<file path="src/rtl/hazard_ctrl_pkg.sv">
// Shared types for the pipeline hazard controller: register index type,
// sequencing FSM state encoding, and the load-use register match helper.
package hazard_ctrl_pkg;

   typedef logic [4:0] regidx_t;

   typedef enum logic [1:0] {
      RUN    = 2'd0,
      DWAIT  = 2'd1,
      HALTED = 2'd2
   } hzstate_t;

   // A load in ID/EX conflicts with IF/ID when it writes a non-zero register
   // that the younger instruction reads.
   function automatic logic reg_match(regidx_t wsel, regidx_t rs, regidx_t rt);
      return (wsel != 5'd0) && ((wsel == rs) || (wsel == rt));
   endfunction

endpackage

</file>
<file path="src/rtl/hazard_ctrl_if.sv">
// Port bundle between the pipeline datapath and the hazard controller.
// Handshake: there is no valid/ready pairing here; every status input is
// sampled every cycle as a level, and every latch control output is a level
// that applies to the clock edge ending the current cycle.
// slave  : hazard controller side (consumes pipeline status, drives controls)
// master : pipeline side (drives status, consumes controls)
interface hazard_ctrl_if #(
   parameter int CNT_W = 32
);
   import hazard_ctrl_pkg::*;

   logic             ihit;
   logic             dhit;
   logic             exm_dREN;
   logic             exm_dWEN;
   logic             idex_dREN;
   regidx_t          idex_wsel;
   regidx_t          ifid_rs;
   regidx_t          ifid_rt;
   logic             exm_redirect;
   logic             mwb_halt;

   logic             pc_en;
   logic             ifid_en;
   logic             idex_en;
   logic             exm_en;
   logic             mwb_en;
   logic             ifid_flush;
   logic             idex_flush;
   logic             exm_flush;
   logic             mwb_flush;
   logic             halted;
   logic             mem_timeout;
   logic [CNT_W-1:0] stall_cycles;
   hzstate_t         state;

   modport slave (
      input  ihit, dhit, exm_dREN, exm_dWEN, idex_dREN, idex_wsel,
             ifid_rs, ifid_rt, exm_redirect, mwb_halt,
      output pc_en, ifid_en, idex_en, exm_en, mwb_en,
             ifid_flush, idex_flush, exm_flush, mwb_flush,
             halted, mem_timeout, stall_cycles, state
   );

   modport master (
      output ihit, dhit, exm_dREN, exm_dWEN, idex_dREN, idex_wsel,
             ifid_rs, ifid_rt, exm_redirect, mwb_halt,
      input  pc_en, ifid_en, idex_en, exm_en, mwb_en,
             ifid_flush, idex_flush, exm_flush, mwb_flush,
             halted, mem_timeout, stall_cycles, state
   );

endinterface

</file>
<file path="src/rtl/hazard_ctrl.sv">
// Pipeline sequencing controller: load-use bubbles, data-memory wait freeze,
// fetch-miss bubbles, redirect flushes, halt, and a memory-wait watchdog.
// Optional stall performance counter enabled by defining HAZARD_PERF_EN.
module hazard_ctrl
   import hazard_ctrl_pkg::*;
#(
   parameter int WAIT_LIMIT = 64,
   parameter int CNT_W      = 32
) (
   input  logic          CLK,
   input  logic          nRST,
   hazard_ctrl_if.slave  hz
);

   localparam int              WC_W   = $clog2(WAIT_LIMIT + 1);
   localparam logic [WC_W-1:0] WC_MAX = WC_W'(WAIT_LIMIT);

   hzstate_t        state_q, state_d;
   logic [WC_W-1:0] wait_cnt_q, wait_cnt_d;
   logic            timeout_q, timeout_d;

   logic dmem_pend;
   logic loaduse;
   logic pc_en, ifid_en, idex_en, exm_en, mwb_en;
   logic ifid_flush, idex_flush, exm_flush, mwb_flush;

   assign dmem_pend = (hz.exm_dREN | hz.exm_dWEN) & ~hz.dhit;
   assign loaduse   = hz.idex_dREN & reg_match(hz.idex_wsel, hz.ifid_rs, hz.ifid_rt);

   // Latch control decode from current state and live hazard inputs, by priority.
   always_comb begin
      pc_en      = 1'b1;
      ifid_en    = 1'b1;
      idex_en    = 1'b1;
      exm_en     = 1'b1;
      mwb_en     = 1'b1;
      ifid_flush = 1'b0;
      idex_flush = 1'b0;
      exm_flush  = 1'b0;
      mwb_flush  = 1'b0;
      if (!nRST) begin
         {pc_en, ifid_en, idex_en, exm_en, mwb_en}          = 5'b00000;
         {ifid_flush, idex_flush, exm_flush, mwb_flush}     = 4'b1111;
      end else if (state_q == HALTED) begin
         {pc_en, ifid_en, idex_en, exm_en, mwb_en}          = 5'b00000;
      end else if (dmem_pend) begin
         // Freeze the front of the pipe; WB retires once then sees bubbles.
         {pc_en, ifid_en, idex_en, exm_en} = 4'b0000;
         mwb_flush = 1'b1;
      end else if (hz.exm_redirect) begin
         // Wrong-path instructions in IF/ID and ID/EX are squashed.
         ifid_flush = 1'b1;
         idex_flush = 1'b1;
      end else if (loaduse) begin
         pc_en      = 1'b0;
         ifid_en    = 1'b0;
         idex_flush = 1'b1;
      end else if (!hz.ihit) begin
         pc_en      = 1'b0;
         ifid_flush = 1'b1;
      end
   end

   // Next-state, watchdog count and sticky timeout.
   always_comb begin
      state_d    = state_q;
      wait_cnt_d = '0;
      timeout_d  = timeout_q;
      case (state_q)
         RUN: begin
            if (hz.mwb_halt && !dmem_pend) state_d = HALTED;
            else if (dmem_pend)            state_d = DWAIT;
         end
         DWAIT: begin
            if (hz.mwb_halt && !dmem_pend) begin
               state_d = HALTED;
            end else if (dmem_pend) begin
               state_d    = DWAIT;
               wait_cnt_d = (wait_cnt_q == WC_MAX) ? WC_MAX : wait_cnt_q + WC_W'(1);
            end else begin
               state_d = RUN;
            end
         end
         HALTED:  state_d = HALTED;
         default: state_d = RUN;
      endcase
      if (wait_cnt_d == WC_MAX) timeout_d = 1'b1;
   end

   // FSM, watchdog counter and timeout flag registers.
   always_ff @(posedge CLK or negedge nRST) begin
      if (!nRST) begin
         state_q    <= RUN;
         wait_cnt_q <= '0;
         timeout_q  <= 1'b0;
      end else begin
         state_q    <= state_d;
         wait_cnt_q <= wait_cnt_d;
         timeout_q  <= timeout_d;
      end
   end

`ifdef HAZARD_PERF_EN
   logic [CNT_W-1:0] stall_q, stall_d;

   // Count cycles where the PC is held, excluding the halted state; saturating.
   always_comb begin
      stall_d = stall_q;
      if (!pc_en && (state_q != HALTED) && (stall_q != '1))
         stall_d = stall_q + CNT_W'(1);
   end

   // Stall counter register.
   always_ff @(posedge CLK or negedge nRST) begin
      if (!nRST) stall_q <= '0;
      else       stall_q <= stall_d;
   end

   assign hz.stall_cycles = stall_q;
`else
   assign hz.stall_cycles = '0;
`endif

   assign hz.pc_en       = pc_en;
   assign hz.ifid_en     = ifid_en;
   assign hz.idex_en     = idex_en;
   assign hz.exm_en      = exm_en;
   assign hz.mwb_en      = mwb_en;
   assign hz.ifid_flush  = ifid_flush;
   assign hz.idex_flush  = idex_flush;
   assign hz.exm_flush   = exm_flush;
   assign hz.mwb_flush   = mwb_flush;
   assign hz.halted      = (state_q == HALTED);
   assign hz.mem_timeout = timeout_q;
   assign hz.state       = state_q;

endmodule

</file>
<file path="src/flat_wrapper.sv">
// flat-port wrapper written by rule: the top's interface ports become plain ports
module hazard_ctrl_flat import hazard_ctrl_pkg::*;
#(
   parameter int WAIT_LIMIT = 64,
   parameter int CNT_W      = 32
)
  (CLK, nRST, hz_ihit, hz_dhit, hz_exm_dREN, hz_exm_dWEN, hz_idex_dREN, hz_idex_wsel, hz_ifid_rs, hz_ifid_rt, hz_exm_redirect, hz_mwb_halt, hz_pc_en, hz_ifid_en, hz_idex_en, hz_exm_en, hz_mwb_en, hz_ifid_flush, hz_idex_flush, hz_exm_flush, hz_mwb_flush, hz_halted, hz_mem_timeout, hz_stall_cycles, hz_state);
  hazard_ctrl_if #(.CNT_W(CNT_W)) hz_i ();
  input  logic CLK;
  input  logic nRST;
  input wire logic [$bits(hz_i.ihit)-1:0] hz_ihit;
  input wire logic [$bits(hz_i.dhit)-1:0] hz_dhit;
  input wire logic [$bits(hz_i.exm_dREN)-1:0] hz_exm_dREN;
  input wire logic [$bits(hz_i.exm_dWEN)-1:0] hz_exm_dWEN;
  input wire logic [$bits(hz_i.idex_dREN)-1:0] hz_idex_dREN;
  input wire logic [$bits(hz_i.idex_wsel)-1:0] hz_idex_wsel;
  input wire logic [$bits(hz_i.ifid_rs)-1:0] hz_ifid_rs;
  input wire logic [$bits(hz_i.ifid_rt)-1:0] hz_ifid_rt;
  input wire logic [$bits(hz_i.exm_redirect)-1:0] hz_exm_redirect;
  input wire logic [$bits(hz_i.mwb_halt)-1:0] hz_mwb_halt;
  output wire logic [$bits(hz_i.pc_en)-1:0] hz_pc_en;
  output wire logic [$bits(hz_i.ifid_en)-1:0] hz_ifid_en;
  output wire logic [$bits(hz_i.idex_en)-1:0] hz_idex_en;
  output wire logic [$bits(hz_i.exm_en)-1:0] hz_exm_en;
  output wire logic [$bits(hz_i.mwb_en)-1:0] hz_mwb_en;
  output wire logic [$bits(hz_i.ifid_flush)-1:0] hz_ifid_flush;
  output wire logic [$bits(hz_i.idex_flush)-1:0] hz_idex_flush;
  output wire logic [$bits(hz_i.exm_flush)-1:0] hz_exm_flush;
  output wire logic [$bits(hz_i.mwb_flush)-1:0] hz_mwb_flush;
  output wire logic [$bits(hz_i.halted)-1:0] hz_halted;
  output wire logic [$bits(hz_i.mem_timeout)-1:0] hz_mem_timeout;
  output wire logic [$bits(hz_i.stall_cycles)-1:0] hz_stall_cycles;
  output wire logic [$bits(hz_i.state)-1:0] hz_state;
  assign hz_i.ihit = hz_ihit;
  assign hz_i.dhit = hz_dhit;
  assign hz_i.exm_dREN = hz_exm_dREN;
  assign hz_i.exm_dWEN = hz_exm_dWEN;
  assign hz_i.idex_dREN = hz_idex_dREN;
  assign hz_i.idex_wsel = hz_idex_wsel;
  assign hz_i.ifid_rs = hz_ifid_rs;
  assign hz_i.ifid_rt = hz_ifid_rt;
  assign hz_i.exm_redirect = hz_exm_redirect;
  assign hz_i.mwb_halt = hz_mwb_halt;
  assign hz_pc_en = hz_i.pc_en;
  assign hz_ifid_en = hz_i.ifid_en;
  assign hz_idex_en = hz_i.idex_en;
  assign hz_exm_en = hz_i.exm_en;
  assign hz_mwb_en = hz_i.mwb_en;
  assign hz_ifid_flush = hz_i.ifid_flush;
  assign hz_idex_flush = hz_i.idex_flush;
  assign hz_exm_flush = hz_i.exm_flush;
  assign hz_mwb_flush = hz_i.mwb_flush;
  assign hz_halted = hz_i.halted;
  assign hz_mem_timeout = hz_i.mem_timeout;
  assign hz_stall_cycles = hz_i.stall_cycles;
  assign hz_state = hz_i.state;
  hazard_ctrl #(.WAIT_LIMIT(WAIT_LIMIT), .CNT_W(CNT_W)) u_core (.CLK(CLK), .nRST(nRST), .hz(hz_i));
endmodule
</file>
<file path="config.mk">
export PLATFORM = sky130hd
export DESIGN_NAME = hazard_ctrl_flat
export DESIGN_NICKNAME = d
export VERILOG_FILES = /design/src/rtl/hazard_ctrl_pkg.sv /design/src/rtl/hazard_ctrl_if.sv /design/src/rtl/hazard_ctrl.sv /design/src/flat_wrapper.sv
export SDC_FILE = /design/constraint.sdc
export NUM_CORES = 1
export LEC_CHECK = 0
export CORE_ASPECT_RATIO = 1.75
export CORE_MARGIN = 5
export CORE_UTILIZATION = 38
export DETAILED_ROUTE_END_ITERATION = 12
export PLACE_DENSITY = 0.86
export SLEW_MARGIN = 20
export SYNTH_ARGS = -nofsm -noshare
export SYNTH_HDL_FRONTEND = slang
export SYNTH_SLANG_ARGS = --single-unit
</file>
<file path="constraint.sdc">
create_clock -name CLK -period 3.85 [get_ports CLK]
set_clock_uncertainty 0.05 [all_clocks]
set_input_delay 0.77 -clock CLK [delete_from_list [all_inputs] [get_ports CLK]]
set_output_delay 0.77 -clock CLK [all_outputs]
set_load 0.1 [all_outputs]
</file>
==> results_dict.tcl <==
set metrics [dict create \
    status "completed" \
    timing.final.max_slew_violations 0 \
    fin_crit_sh_pct 90.88 \
    place.port_buffers 36 \
    ys_seq_elements 10 \
    chipWidth_um 48.68 \
    post_synthesis_instance_area_um2 994.7 \
    hold_violations 0 \
    routabilityCongestion 0.7615 \
    initial_utilization_pct 39.91 \
    powerDensity_mw_per_mm2 582.2 \
    post_layout_nonfiller_instances 188 \
    drt_first_iter_violations 24 \
    clock_insertion_delay_worst_skew_ns 0.24 \
    globalRouteTotalUtil_pct 13.02 \
    min-delay-path-class "register to register" \
    max_cap_viol_count 0 \
    rsz_0062_raised_after_global_routing "no" \
    route.final.wire_length_mm 2.617 \
    hold-path-cell-count 1 \
    routed-via-count 902 \
    final_setup_slack_of_the_worst_path_ns 0.3512 \
    grt_start_max_net_pins 13 \
    pre_cts_ws_ns 0.3681 \
    finalNetCount 190 \
    ff2ff_path_depth 6 \
    areaGrowthSynthToFinish_pct 37.61 \
    dp_cells 185 \
    worst-setup-path-type "input port to primary output" \
    wire_length_of_the_first_global_routing_pass_mm 4.071 \
    critPathLaunchType "input port" \
    crit_required_ns 3.03 \
    place_hpwl_mm 2.217 \
    setup_buffers_after_cts 0 \
    viasPerCell 4.798 \
    grt_pass1_vias 926 \
    die_height_um 77.68 \
    yosys_warnings 0 \
    cts-htree-levels 1 \
    cts_tree "done" \
    cts.reportedPaths.clkPinSlew_ns 0.05 \
    n_fill_cell 227 \
    postRouteAntennaNets 0 \
    period_minus_slack_ns 3.499 \
    synthCells 126 \
    synth_sequential_area_ratio_pct 25.16 \
    cts-resized-gates 0 \
    firstDrtPassIters 4 \
    hold_buffers 0 \
    grt-ovfl-total 0 \
    maxSlewHeadroom_pct 33.52 \
    layout.area.seq_um2 250.2 \
    die_ar_mm2 0.003781 \
    cts.root.buffer_cell "sky130_fd_sc_hd__clkbuf_8" \
    post_drt_wl_per_cell_um 13.92 \
    hold_ws_ns 0.4152 \
    top_level_ports 69 \
    setup.worst_path.end_class "primary output" \
    end_of_flow_core_utilization_pct 54.92 \
    timing_worst_slew_pin_value_ns 0.9941 \
    insertedDiodeCount 0 \
    fin_setup_tns_ns 0 \
    rows 24 \
    critPathMaxFanout 3 \
    cts_made_buffers 3 \
    clk_path_buf_depth 2 \
    initial_antenna_violation_count 0 \
    detail_route.drc_violations 0 \
    r2r_setup_slack_ns 2.10 \
    irDropWorstVdd_v 0.0002716 \
    final-setup-viol-count 0 \
    fp.coreArea_mm2 0.002492 \
    syn_avg_cell_area_um2 7.894 \
    max_freq_ghz 0.2858 \
    drive_above_1_share_pct 12.35 \
    clock_sink_count 10 \
    multi_input_comb_area_um2 588.1 \
    arrival_ns 2.68 \
    leakage_power_of_the_design_nw 0.6077 \
    synth_cell_type_count 31 \
]
[per-stage QoR]
stage          total power, mW  instance area (µm²)
2_1_floorplan           0.5715                 1122
3_3_place_gp            0.6840                 1328
3_5_place_dp            0.6901                 1328
4_1_cts                 0.7964                 1369
5_1_grt                 0.8195                 1369
6_report                0.7970                 1369
[cell usage after synthesis]
library cell	n	area (µm²)
sky130_fd_sc_hd__buf_4	33	247.7
sky130_fd_sc_hd__xnor2_1	13	113.9
sky130_fd_sc_hd__nor2_1	11	41.29
sky130_fd_sc_hd__dfrtp_1	10	250.2
sky130_fd_sc_hd__nand2_1	9	33.78
sky130_fd_sc_hd__inv_1	7	26.28
sky130_fd_sc_hd__nand3_1	7	35.03
sky130_fd_sc_hd__a21oi_1	5	25.02
sky130_fd_sc_hd__o21ai_0	5	25.02
sky130_fd_sc_hd__and3_1	2	12.51
sky130_fd_sc_hd__ha_1	2	25.02
sky130_fd_sc_hd__or4_1	2	15.01
sky130_fd_sc_hd__xor2_1	2	17.52
sky130_fd_sc_hd__a211o_1	1	8.760
sky130_fd_sc_hd__a211oi_2	1	12.51
sky130_fd_sc_hd__a31o_2	1	8.760
sky130_fd_sc_hd__a41oi_1	1	8.760
sky130_fd_sc_hd__and2_1	1	6.260
sky130_fd_sc_hd__and2_4	1	8.760
sky130_fd_sc_hd__buf_2	1	5.000
sky130_fd_sc_hd__clkbuf_2	1	5.000
sky130_fd_sc_hd__conb_1	1	3.750
sky130_fd_sc_hd__nand2b_1	1	6.260
sky130_fd_sc_hd__nand3b_1	1	7.510
sky130_fd_sc_hd__nand4_1	1	6.260
sky130_fd_sc_hd__nor2_2	1	6.260
sky130_fd_sc_hd__o21ai_1	1	5.000
sky130_fd_sc_hd__o21bai_1	1	7.510
sky130_fd_sc_hd__o22ai_1	1	6.260
sky130_fd_sc_hd__o31ai_1	1	7.510
sky130_fd_sc_hd__or3_1	1	6.260
[flip-flops by register name (all words and copies together), names as in the netlist]
register,count
u_core.hz.mem_timeout,1
u_core.hz.state,2
u_core.wait_cnt_q,7
[path summary, 6_finish.rpt]
check	start	endpoint
min in group asynchronous	nRST	u_core.wait_cnt_q[5]
worst max-delay path	hz_idex_wsel[1]	hz_pc_en
worst max register to register	u_core.wait_cnt_q[0]	u_core.hz.mem_timeout
worst min register to register	u_core.hz.mem_timeout	u_core.hz.mem_timeout
max in group asynchronous	nRST	u_core.wait_cnt_q[6]
worst min-delay path	u_core.hz.mem_timeout	u_core.hz.mem_timeout
[cell families after synthesis]
family	after synthesis	share of synthesized area [%]
buf+inv	42	28.55
simple gates	38	18.62
compound gates	18	11.57
xor+xnor	15	13.21
flops	10	25.16
fa+ha+maj	2	2.515
other cells	1	0.3770
[power breakdown]
| group | leakage, nW | switching (mW) | internal (mW) |
|---|---|---|---|
| clock | 0.0216 | 0.0411 | 0.0685 |
| sequential | 0.137 | 0.0108 | 0.114 |
| combinational | 0.450 | 0.435 | 0.127 |
| total | 0.608 | 0.487 | 0.310 |
[worst max-delay path, cell delays in order]
cell and delay, ns:
sky130_fd_sc_hd__clkdlybuf4s50_1 0.46, sky130_fd_sc_hd__or4_1 0.53, sky130_fd_sc_hd__o21ai_1 0.14, sky130_fd_sc_hd__inv_1 0.09, sky130_fd_sc_hd__and2_4 0.17, sky130_fd_sc_hd__a211oi_2 0.30
sky130_fd_sc_hd__buf_12 0.22
[placed cells by master (no fill, tap or decap), drive strengths merged]
cell	instances
xnor2	13
a211o	1
or3	1
clkdlybuf4s50	26
nor2	12
and2	2
a21oi	5
o21bai	1
a31o	1
ha	2
conb	32
inv	7
and3	2
nand3b	1
a41oi	1
o22ai	1
dfrtp	10
nand3	7
nand2	9
a211oi	1
o31ai	1
nand2b	1
buf	11
o21ai	6
nand4	1
or4	2
xor2	2
clkbuf	3
[routing by layer]
metal	part of all wire, %	GRT usage [%]	vias up	wire, µm
li1	-	-	423	-
met1	32	11.86	430	834
met2	59	26.83	44	1553
met3	6.2	2.107	5	161
met4	2.6	5.121	0	68
met5	0	0	-	0
[final cells by class]
type	count	area share, %
tap	26	2.377
sequential	10	18.28
timing repair buffer	37	31.44
multi-input combinational	105	42.96
clock buffer	3	3.016
inverter	7	1.920
Power figures use the tool's default switching activity.
